<file path="config.mk">
export PLATFORM = sky130hd
export DESIGN_NAME = line_buffer_ctrl
export DESIGN_NICKNAME = d
export VERILOG_FILES = /design/src/rtl/lb_pkg.sv /design/src/rtl/lb_counter.sv /design/src/rtl/line_buffer_ctrl.sv
export SDC_FILE = /design/constraint.sdc
export NUM_CORES = 1
export LEC_CHECK = 0
export CORE_ASPECT_RATIO = 0.7
export CORE_UTILIZATION = 40
export CTS_CLUSTER_DIAMETER = 40
export DETAILED_ROUTE_END_ITERATION = 10
export HOLD_SLACK_MARGIN = 0.03
export PLACE_DENSITY = 0.95
export SLEW_MARGIN = 20
export SYNTH_ARGS = -nofsm -noshare
export SYNTH_HDL_FRONTEND = slang
export SYNTH_SLANG_ARGS = --single-unit
</file>
<file path="constraint.sdc">
create_clock -name clk -period 3.6 [get_ports clk]
set_input_delay 0.9 -clock clk [delete_from_list [all_inputs] [get_ports clk]]
set_output_delay 0.9 -clock clk [all_outputs]
set_load 0.05 [all_outputs]
</file>
<file path="src/rtl/lb_pkg.sv">
// Shared types and helpers for the line-buffer controller.
// Holds the FSM state encoding and the one-hot row rotator.
package lb_pkg;

  typedef enum logic [1:0] {
    IDLE,
    FILL,
    STREAM
  } lb_state_e;

  localparam int MAXR = 16;

  typedef logic [MAXR-1:0] row_t;

  // Rotate the low n bits of v left by one; bit n-1 wraps to bit 0.
  function automatic row_t rotl(input row_t v, input int n);
    row_t r;
    r = '0;
    for (int i = 0; i < MAXR; i++) begin
      if (i < n) begin
        r[(i == n - 1) ? 0 : i + 1] = v[i];
      end
    end
    return r;
  endfunction

endpackage

</file>
<file path="src/rtl/lb_counter.sv">
// Wrap counter: counts enables, returns to zero after MAX-1.
// wrap_o flags the enabled cycle that performs the wrap.
module lb_counter #(
  parameter int W   = 2,
  parameter int MAX = 4
) (
  input  logic         clk,
  input  logic         rstn,
  input  logic         clr_i,
  input  logic         en_i,
  output logic [W-1:0] cnt_o,
  output logic         wrap_o
);

  logic [W-1:0] cnt_q, cnt_d;

  assign wrap_o = en_i && (cnt_q == W'(MAX - 1));
  assign cnt_o  = cnt_q;

  always_comb begin
    cnt_d = cnt_q;
    if (clr_i || wrap_o) begin
      cnt_d = '0;
    end else if (en_i) begin
      cnt_d = cnt_q + 1'b1;
    end
  end

  always_ff @(posedge clk or negedge rstn) begin
    if (!rstn) begin
      cnt_q <= '0;
    end else begin
      cnt_q <= cnt_d;
    end
  end

endmodule

</file>
<file path="src/rtl/line_buffer_ctrl.sv">
// Line-buffer controller for a KER_SIZE+1 row SRAM array.
// Writes raster pixels round-robin by row, reads the other rows.
module line_buffer_ctrl #(
  parameter int KER_SIZE = 3,
  parameter int DW       = 32,
  parameter int NW       = 32,
  parameter int AW       = $clog2(NW),
  parameter int IMG_H    = 32
) (
  input  logic            clk,
  input  logic            rstn,
  input  logic            start,
  input  logic            in_valid,
  output logic            in_ready,
  input  logic [DW-1:0]   in_data,
  input  logic            out_ready,
  output logic [AW-1:0]   sram_a,
  output logic [KER_SIZE:0] sram_wen,
  output logic [KER_SIZE:0] sram_ren,
  output logic [DW-1:0]   sram_d,
  output logic            col_valid,
  output logic            col_last,
  output logic            frame_done,
  output logic            busy
);
  import lb_pkg::*;

  localparam int R  = KER_SIZE + 1;
  localparam int RW = (IMG_H > 1) ? $clog2(IMG_H) : 1;
  localparam int FW = $clog2(KER_SIZE + 1);

  lb_state_e state_q, state_d;
  logic [R-1:0]  wr_row_q, wr_row_d;
  logic [FW-1:0] fill_q, fill_d;
  logic [AW-1:0] col_cnt;
  logic [RW-1:0] row_cnt;
  logic accept, launch;
  logic col_wrap, row_wrap, frame_end;
  logic col_valid_q, col_last_q, frame_done_q;

  assign in_ready  = out_ready && (state_q != IDLE);
  assign accept    = in_valid && in_ready;
  assign launch    = start && (state_q == IDLE);
  assign frame_end = col_wrap && (row_cnt == RW'(IMG_H - 1));

  lb_counter #(.W(AW), .MAX(NW)) u_col (
    .clk    (clk),
    .rstn   (rstn),
    .clr_i  (launch),
    .en_i   (accept),
    .cnt_o  (col_cnt),
    .wrap_o (col_wrap)
  );

  lb_counter #(.W(RW), .MAX(IMG_H)) u_row (
    .clk    (clk),
    .rstn   (rstn),
    .clr_i  (launch),
    .en_i   (col_wrap),
    .cnt_o  (row_cnt),
    .wrap_o (row_wrap)
  );

  assign sram_a     = col_cnt;
  assign sram_d     = in_data;
  assign col_valid  = col_valid_q;
  assign col_last   = col_last_q;
  assign frame_done = frame_done_q;
  assign busy       = (state_q != IDLE);

  always_comb begin
    state_d  = state_q;
    sram_wen = '0;
    sram_ren = '0;
    unique case (state_q)
      IDLE: begin
        if (start) state_d = FILL;
      end
      FILL: begin
        if (frame_end) begin
          state_d = IDLE;
        end else if (col_wrap &&
                     fill_q == FW'(KER_SIZE - 1)) begin
          state_d = STREAM;
        end
      end
      STREAM: begin
        if (frame_end) state_d = IDLE;
      end
      default: state_d = IDLE;
    endcase
    if (accept) begin
      sram_wen = wr_row_q;
      if (state_q == STREAM) sram_ren = ~wr_row_q;
    end
  end

  always_comb begin
    fill_d   = fill_q;
    wr_row_d = wr_row_q;
    if (launch || row_wrap) begin
      fill_d   = '0;
      wr_row_d = R'(1);
    end else if (col_wrap) begin
      wr_row_d = R'(rotl(MAXR'(wr_row_q), R));
      if (fill_q != FW'(KER_SIZE)) fill_d = fill_q + 1'b1;
    end
  end

  always_ff @(posedge clk or negedge rstn) begin
    if (!rstn) begin
      state_q <= IDLE;
    end else begin
      state_q <= state_d;
    end
  end

  // SRAM read latency is one cycle; column qualifiers trail the read.
  always_ff @(posedge clk or negedge rstn) begin
    if (!rstn) begin
      wr_row_q     <= R'(1);
      fill_q       <= '0;
      col_valid_q  <= 1'b0;
      col_last_q   <= 1'b0;
      frame_done_q <= 1'b0;
    end else begin
      wr_row_q     <= wr_row_d;
      fill_q       <= fill_d;
      col_valid_q  <= |sram_ren;
      col_last_q   <= (|sram_ren) && (col_cnt == AW'(NW - 1));
      frame_done_q <= frame_end;
    end
  end

endmodule

</file>
==> results.md, run 1 <==
- Final period utilization: 86.3%
- Placed wire-length estimate: 1930 microns
- Pwr Total: 0.624 mW
- Setup Total Neg Slack: 0 ns
- Synth Instances: 152
- Status: complete, no violations
- Clock transition at the registers of the reported paths: 0.08 ns
- Slowest stage delay, CP: 0.60 ns
- Ant diodes: 0
- Setup Skew: 0.00893 ns
- Data required time of the worst path: 2.70 ns
- CTS sink cnt: 21
- R2R Setup Slk: 1.15 ns
- Reg2Reg Capture Point: u_row.cnt_o[3]$_DFFE_PN0P_
- Crit path time final: 3.11 ns
- FF/Latch Area: 527 sq um
- Root buffer cell: clkbuf_8
- Layout Area Growth over Synthesis: 9.48%
- Setup crit start kind: input pin
- Die ar.: 3710 sq um
- Starting Density: 42.8%
- Global-route wire length before repair: 4510 microns
- Worst Path Buf+Inv: 2
- Setup bufs post-CTS: 0
- Fillers: 302
- Iter 0 DRT Violations: 141
- Critical Path Start: out_ready
- VDD IR max: 0.302 mV
- Per-cell routed wire length: 14.4 microns
- Most common cell after layout, fill and taps aside: dfrtp_1
- H-tree levels: 1
- Leak: 0.639 nW
- Initial antenna violation count: 0
- Die Y-Extent: 51.2 microns
- GPL Wtd Cong: 0.756
- Post-synth EDFFs: 0
- Drt pass-1 iters: 4
- Crit Path Class: in -> out
- Final #Nets: 185
- Hold-fix buffers, CTS: 0
- Fin cells: 188
- Reg2Reg Depth: 6
- Worst-margin pin slew: 0.672 ns
- Mapped Nets: 195
- Final setup vio count: 0
- CP arrival: 2.21 ns
- Util after Layout: 46.9%
- Rel. slew slack: 55.2%
- Worst-path cell chain: clkdlybuf4s50_1 > nand4b_1 > nor2_1 > buf_12
- Async SR Flop Fraction: 100%
- Vias in the first global route: 936
- Yosys cell types: 34
- Total track usage: 16.5%
- Final slew viol count: 0
- Largest net degree at the start of global routing: 22
- Max-cap violations: 0
- Slowest cell on crit path: clkdlybuf4s50_1
- Post-DRT Antenna Nets: 0
- Vias/cell: 5.44
- Core area: 3230 sq um
- Cell depth of the worst setup path: 4
- Inst Count DP: 184
- Top Ports: 87
- Clock tree buffer depth: 2
- Average size of a mapped cell: 9.11 sq um
- Total wire length: 2710 microns
- Horiz. Die Dim: 72.3 microns
- Fin. Hold Viols: 0
- Worst-Skew Late Latency: 0.27 ns
- Synth Warn #: 0
- Hold Crit Class: reg -> reg
- Primary FF master, synth: dfrtp_1
- Most frequent cells in the layout: dfrtp_1 (20), a21oi_1 (12), nand2_1 (12), clkdlybuf4s50_1 (12), nor2_1 (11)
- Crit-path leading delay family: buffers and inverters
- Total congestion overflow: 0
- Synth Register Bits: 21
- Synth area leader: dfrtp_1
- Max Fanout on Critical Path: 6
- Port Buffers: 22
- CP endpoint: sram_ren[3]
- Post_cts resized: 0
- Vias: 1022
- Pwr dens: 411 nW/um^2
- Share of the synthesized area in the top cell type: 36.1%
- CTS tree: built
- Top post-synthesis cells by area: dfrtp_1 (36%), buf_4 (18%), ha_1 (5.4%)
- Row cnt: 17
- Num CTS Buffers: 3
- Cell Area, Synth: 1390 sq um
- Seq/Total Area, Yosys: 38.0%
- Ratio of cells with drive above 1 in the final layout: 12.8%
- Worst R2R Start: u_col.cnt_o[0]$_DFFE_PN0P_
- Multi-input combinational cell area: 573 sq um
- RSZ-0062 raised after global routing: no
- Max Fclk: 322 MHz
- # DRC: 0
- Crit end category: output port
report_power, final:
group | internal (mW) | total (mW) | leakage, nW | switching, mW
logic | 0.0639 | 0.180 | 0.335 | 0.117
registers | 0.260 | 0.287 | 0.278 | 0.0266
clock network | 0.0773 | 0.157 | 0.0255 | 0.0798
cells by family (layout without fill, tap and decap cells):
kind of cell / after synthesis / after routing / share of synthesized area (%)
fa+ha+maj: 6 / 6 / 5.42
flops: 21 / 21 / 38.0
simple gates: 52 / 52 / 20.5
buf+inv: 41 / 30 / 20.6
compound gates: 32 / 32 / 15.4
Yosys cell counts, types with 2 or more instances:
library cell	n
or3_1	2
nand3_1	2
and2_1	7
buf_2	2
nand2_1	12
dfrtp_1	20
and3_1	2
a21oi_1	12
or4_1	3
nand3b_1	7
a32o_1	3
o21ai_1	3
inv_1	3
a31oi_1	2
o21ai_0	5
nor2_1	11
buf_4	34
ha_1	6
worst reg2reg max path, delay by kind of cell (launching register included):
| family | cells | cell delay, ns |
|---|---|---|
| and+or+nand+nor | 2 | 0.80 |
| AOI/OAI and AO/OA | 2 | 0.59 |
| adders and majority gates | 2 | 0.57 |
| DFF | 1 | 0.42 |
worst min-delay path by stage:
stage                                    start                    endpoint  slack (ns)  depth (start not counted)
floorplan           u_row.cnt_o[4]$_DFFE_PN0P_  u_row.cnt_o[4]$_DFFE_PN0P_        0.50                          2
global placement    u_row.cnt_o[4]$_DFFE_PN0P_  u_row.cnt_o[4]$_DFFE_PN0P_        0.52                          2
detailed placement  u_row.cnt_o[4]$_DFFE_PN0P_  u_row.cnt_o[4]$_DFFE_PN0P_        0.53                          2
CTS                 u_row.cnt_o[4]$_DFFE_PN0P_  u_row.cnt_o[4]$_DFFE_PN0P_        0.54                          2
global route        u_row.cnt_o[4]$_DFFE_PN0P_  u_row.cnt_o[4]$_DFFE_PN0P_        0.56                          2
finish              u_row.cnt_o[4]$_DFFE_PN0P_  u_row.cnt_o[4]$_DFFE_PN0P_        0.54                          2
flip-flops by register name, indices dropped and copies added, names as in the netlist:
register / flops
u_row.cnt_o: 5
frame_done: 1
u_col.cnt_o: 5
col_last: 1
state_q: 2
col_valid: 1
fill_q: 2
wr_row_q: 4
layout make-up:
class                   instances  share of cell area (%)
multi-input cells              90                    37.8
repair buffers                 23                    19.8
inverters                       3                   0.743
flip-flops and latches         21                    34.7
well taps                      47                    3.88
clock buffers                   3                    2.72
clock inverters                 1                   0.330
metrics by stage:
stage               hold slack [ns]  area [sq um]  worst slack [ns]
finish                        0.543          1520             0.495
global route                  0.558          1520             0.380
CTS                           0.542          1520             0.490
detailed placement            0.526          1480             0.499
global placement              0.516          1480             0.557
floorplan                     0.502          1390             0.946
layer usage:
layer	track usage, %	up-vias	wire length, microns	share of wire (%)
met3	5.72	9	164	6.1
met5	0	-	0	0
met2	21.8	36	1170	43
met1	22.7	498	1300	48
li1	-	479	-	-
met4	10.5	0	69	2.5
(Power assumes the default switching activity.)
==> run 2: changes to the inputs <==
CORE_UTILIZATION = 41   (was 40)
CTS_BUF_LIST = sky130_fd_sc_hd__clkbuf_2 sky130_fd_sc_hd__clkbuf_4 sky130_fd_sc_hd__clkbuf_8   (was default)
SETUP_SLACK_MARGIN = 0.2   (was default)
==> run 2 against run 1 <==
  * Total power up 1.8%
  * Setup slack better by 0.015 ns
  * Flip-flop and latch count unchanged
  * Largest cell class unchanged
  * First-iteration DRC count down 28%
  * Design area down 0.25%
  * Wire length up 0.78%
  * Critical path type unchanged
  * Die area down 2.3%
  * Non-clock buffer count unchanged
  * Critical path depth unchanged
  * Combinational power up 2%
  * Via count up 1.3%
==> results.md, run 2 (same netlist as run 1, synthesis figures left out) <==
- Status: complete, no violations
- H-tree levels: 1 (unchanged)
- Pwr dens: 420 nW/um^2 (+2.0%)
- Final period utilization: 85.8% (-0.43 points)
- Slowest cell on crit path: clkdlybuf4s50_1
- Crit end category: output port
- # DRC: 0 (unchanged)
- Total track usage: 15.5% (-1.0 points)
- CTS sink cnt: 21 (unchanged)
- Clock transition at the registers of the reported paths: 0.07 ns (about the same)
- Final Cell Area: 1510 sq um (-0.25%)
- Layout Area Growth over Synthesis: 9.21%
- Data required time of the worst path: 2.70 ns (about the same)
- Most frequent cells in the layout: dfrtp_1 (20), clkdlybuf4s50_1 (13), a21oi_1 (12), nand2_1 (12), nor2_1 (11)
- Iter 0 DRT Violations: 102 (-28%)
- Fin cells: 179 (-4.8%)
- Crit path time final: 3.09 ns (-0.0155 ns)
- Num CTS Buffers: 3 (unchanged)
- Initial antenna violation count: 0 (unchanged)
- Clock tree buffer depth: 2 (unchanged)
- Setup Total Neg Slack: 0 ns (unchanged)
- Port Buffers: 22 (unchanged)
- Clk network pwr share: 25.1% (about the same)
- Total wire length: 2730 microns (+0.78%)
- Vias/cell: 5.78 (+6.4%)
- CP arrival: 2.19 ns (-0.02 ns)
- Hold-fix buffers, CTS: 0 (unchanged)
- Combinational share of power: 29.0% (about the same)
- Final slew viol count: 0 (unchanged)
- Vias: 1035 (+1.3%)
- Ant diodes: 0 (unchanged)
- Global-route wire length before repair: 4420 microns (-2.1%)
- Inst Count DP: 175 (-4.9%)
- Sequential power share: 45.9% (about the same)
- Max-cap violations: 0 (unchanged)
- GPL Wtd Cong: 0.804 (+6.3%)
- Final #Nets: 185 (unchanged)
- Post-DRT Antenna Nets: 0 (unchanged)
- VDD IR max: 0.186 mV (-39%)
- Top Ports: 87 (unchanged)
- Placed wire-length estimate: 1960 microns (+1.5%)
- Max Fclk: 324 MHz (+0.50%)
- Per-cell routed wire length: 15.2 microns (+5.8%)
- Post-DP Area: 1460 sq um (-0.76%)
- Ratio of cells with drive above 1 in the final layout: 12.1% (-0.71 points)
- Final setup vio count: 0 (unchanged)
- Total congestion overflow: 0 (unchanged)
- Worst-Skew Late Latency: 0.26 ns (about the same)
- Fin. Hold Viols: 0 (unchanged)
- Starting Density: 43.4% (+0.57 points)
- Vias in the first global route: 911 (-2.7%)
- Setup bufs post-CTS: 0 (unchanged)
- Most common cell after layout, fill and taps aside: dfrtp_1
- CTS tree: built
- RSZ-0062 raised after global routing: no
- Worst-margin pin slew: 0.927 ns (+0.256 ns)
- Hold Crit Class: reg -> reg
- Largest net degree at the start of global routing: 22 (unchanged)
- Drt pass-1 iters: 4 (unchanged)
- Root buffer cell: clkbuf_8
- Crit Path Class: in -> out
- Die ar.: 3620 sq um (-2.3%)
- Setup Skew: 0.00321 ns (-0.00572 ns)
- Final hold slack: 0.558 ns (+0.0150 ns)
- Slowest stage delay, CP: 0.60 ns (about the same)
- Die Y-Extent: 50.6 microns (-1.2%)
- Row cnt: 17 (unchanged)
- Rel. slew slack: 38.0% (-17 points)
- Switch Pwr: 0.223 mW (+0.21%)
- Setup crit start kind: input pin
- Horiz. Die Dim: 71.5 microns (-1.2%)
- Max Fanout on Critical Path: 6 (unchanged)
- Int Power: 0.412 mW (+2.6%)
- Post_cts resized: 0 (unchanged)
- Switching Fraction: 35.2% (-0.54 points)
- Leak: 0.640 nW (+0.10%)
- Worst-path cell chain: clkdlybuf4s50_1 > nand4b_1 > nor2_1 > buf_12
- Core area: 3190 sq um (-1.3%)
run 2: cell types whose count changed in the layout (fill, tap and decap cells not counted), sizes merged:
cell,change
buf,-1
clkbuf,+1
clkdlybuf4s50,+1
clkinv,-1
run 2: path summary, 6_finish.rpt:
kind | start | endpoint | slack, ns | cells past startpoint
max | out_ready | sram_ren[3] | 0.51 | 4
min | u_row.cnt_o[4]$_DFFE_PN0P_ | u_row.cnt_o[4]$_DFFE_PN0P_ | 0.56 | 2
max reg2reg | u_col.cnt_o[0]$_DFFE_PN0P_ | u_row.cnt_o[3]$_DFFE_PN0P_ | 1.10 | 6
min reg2reg | u_row.cnt_o[4]$_DFFE_PN0P_ | u_row.cnt_o[4]$_DFFE_PN0P_ | 0.56 | 2
max in group asynchronous | rstn | wr_row_q[3]$_DFFE_PN0P_ | 1.87 | 1
min in group asynchronous | rstn | u_col.cnt_o[2]$_DFFE_PN0P_ | 1.16 | 1
run 2: power by group through the flow:
stage               clock network [mW]  registers (mW)  logic, mW
floorplan                            0           0.358      0.140
global placement                     0           0.291      0.179
detailed placement                   0           0.294      0.186
CTS                              0.165           0.291      0.186
global route                     0.173           0.296      0.194
finish                           0.160           0.291      0.184
run 2: final cells by class:
class / count / area [sq um]
tap: 38 / 47.5
clock buffer: 4 / 48.8
multi-input combinational: 90 / 573
sequential: 21 / 527
inverter: 3 / 11.3
timing repair buffer: 23 / 305
fill: 291 / 1680
run 2: worst max-delay path, delay by kind of cell:
| family | cells | cell delay [ns] |
|---|---|---|
| buffers and inverters | 2 | 0.77 |
| and+or+nand+nor | 2 | 0.52 |
run 2: stage by stage:
| stage | power [mW] | util (%) | setup WS (ns) |
|---|---|---|---|
| 2_1_floorplan | 0.498 | - | 0.946 |
| 3_3_place_gp | 0.469 | 45.9 | 0.533 |
| 3_5_place_dp | 0.480 | 45.9 | 0.520 |
| 4_1_cts | 0.642 | 47.4 | 0.511 |
| 5_1_grt | 0.662 | 47.4 | 0.381 |
| 6_report | 0.635 | 47.4 | 0.510 |
run 2: metal layers:
metal,vias to the layer above,share of wire (%),global-route usage (%)
met4,0,0.55,2.29
met2,49,46,23.2
met3,4,6.5,6.43
met1,507,47,21.4
li1,475,-,-
met5,-,0,0
==> run 3: changes to the inputs <==
ABC_CLOCK_PERIOD_IN_PS = 3600   (was default)
HOLD_SLACK_MARGIN = default   (was 0.03)
==> results of run 3 <==
Final layout, timing and power as in run 2 (identical DEF).
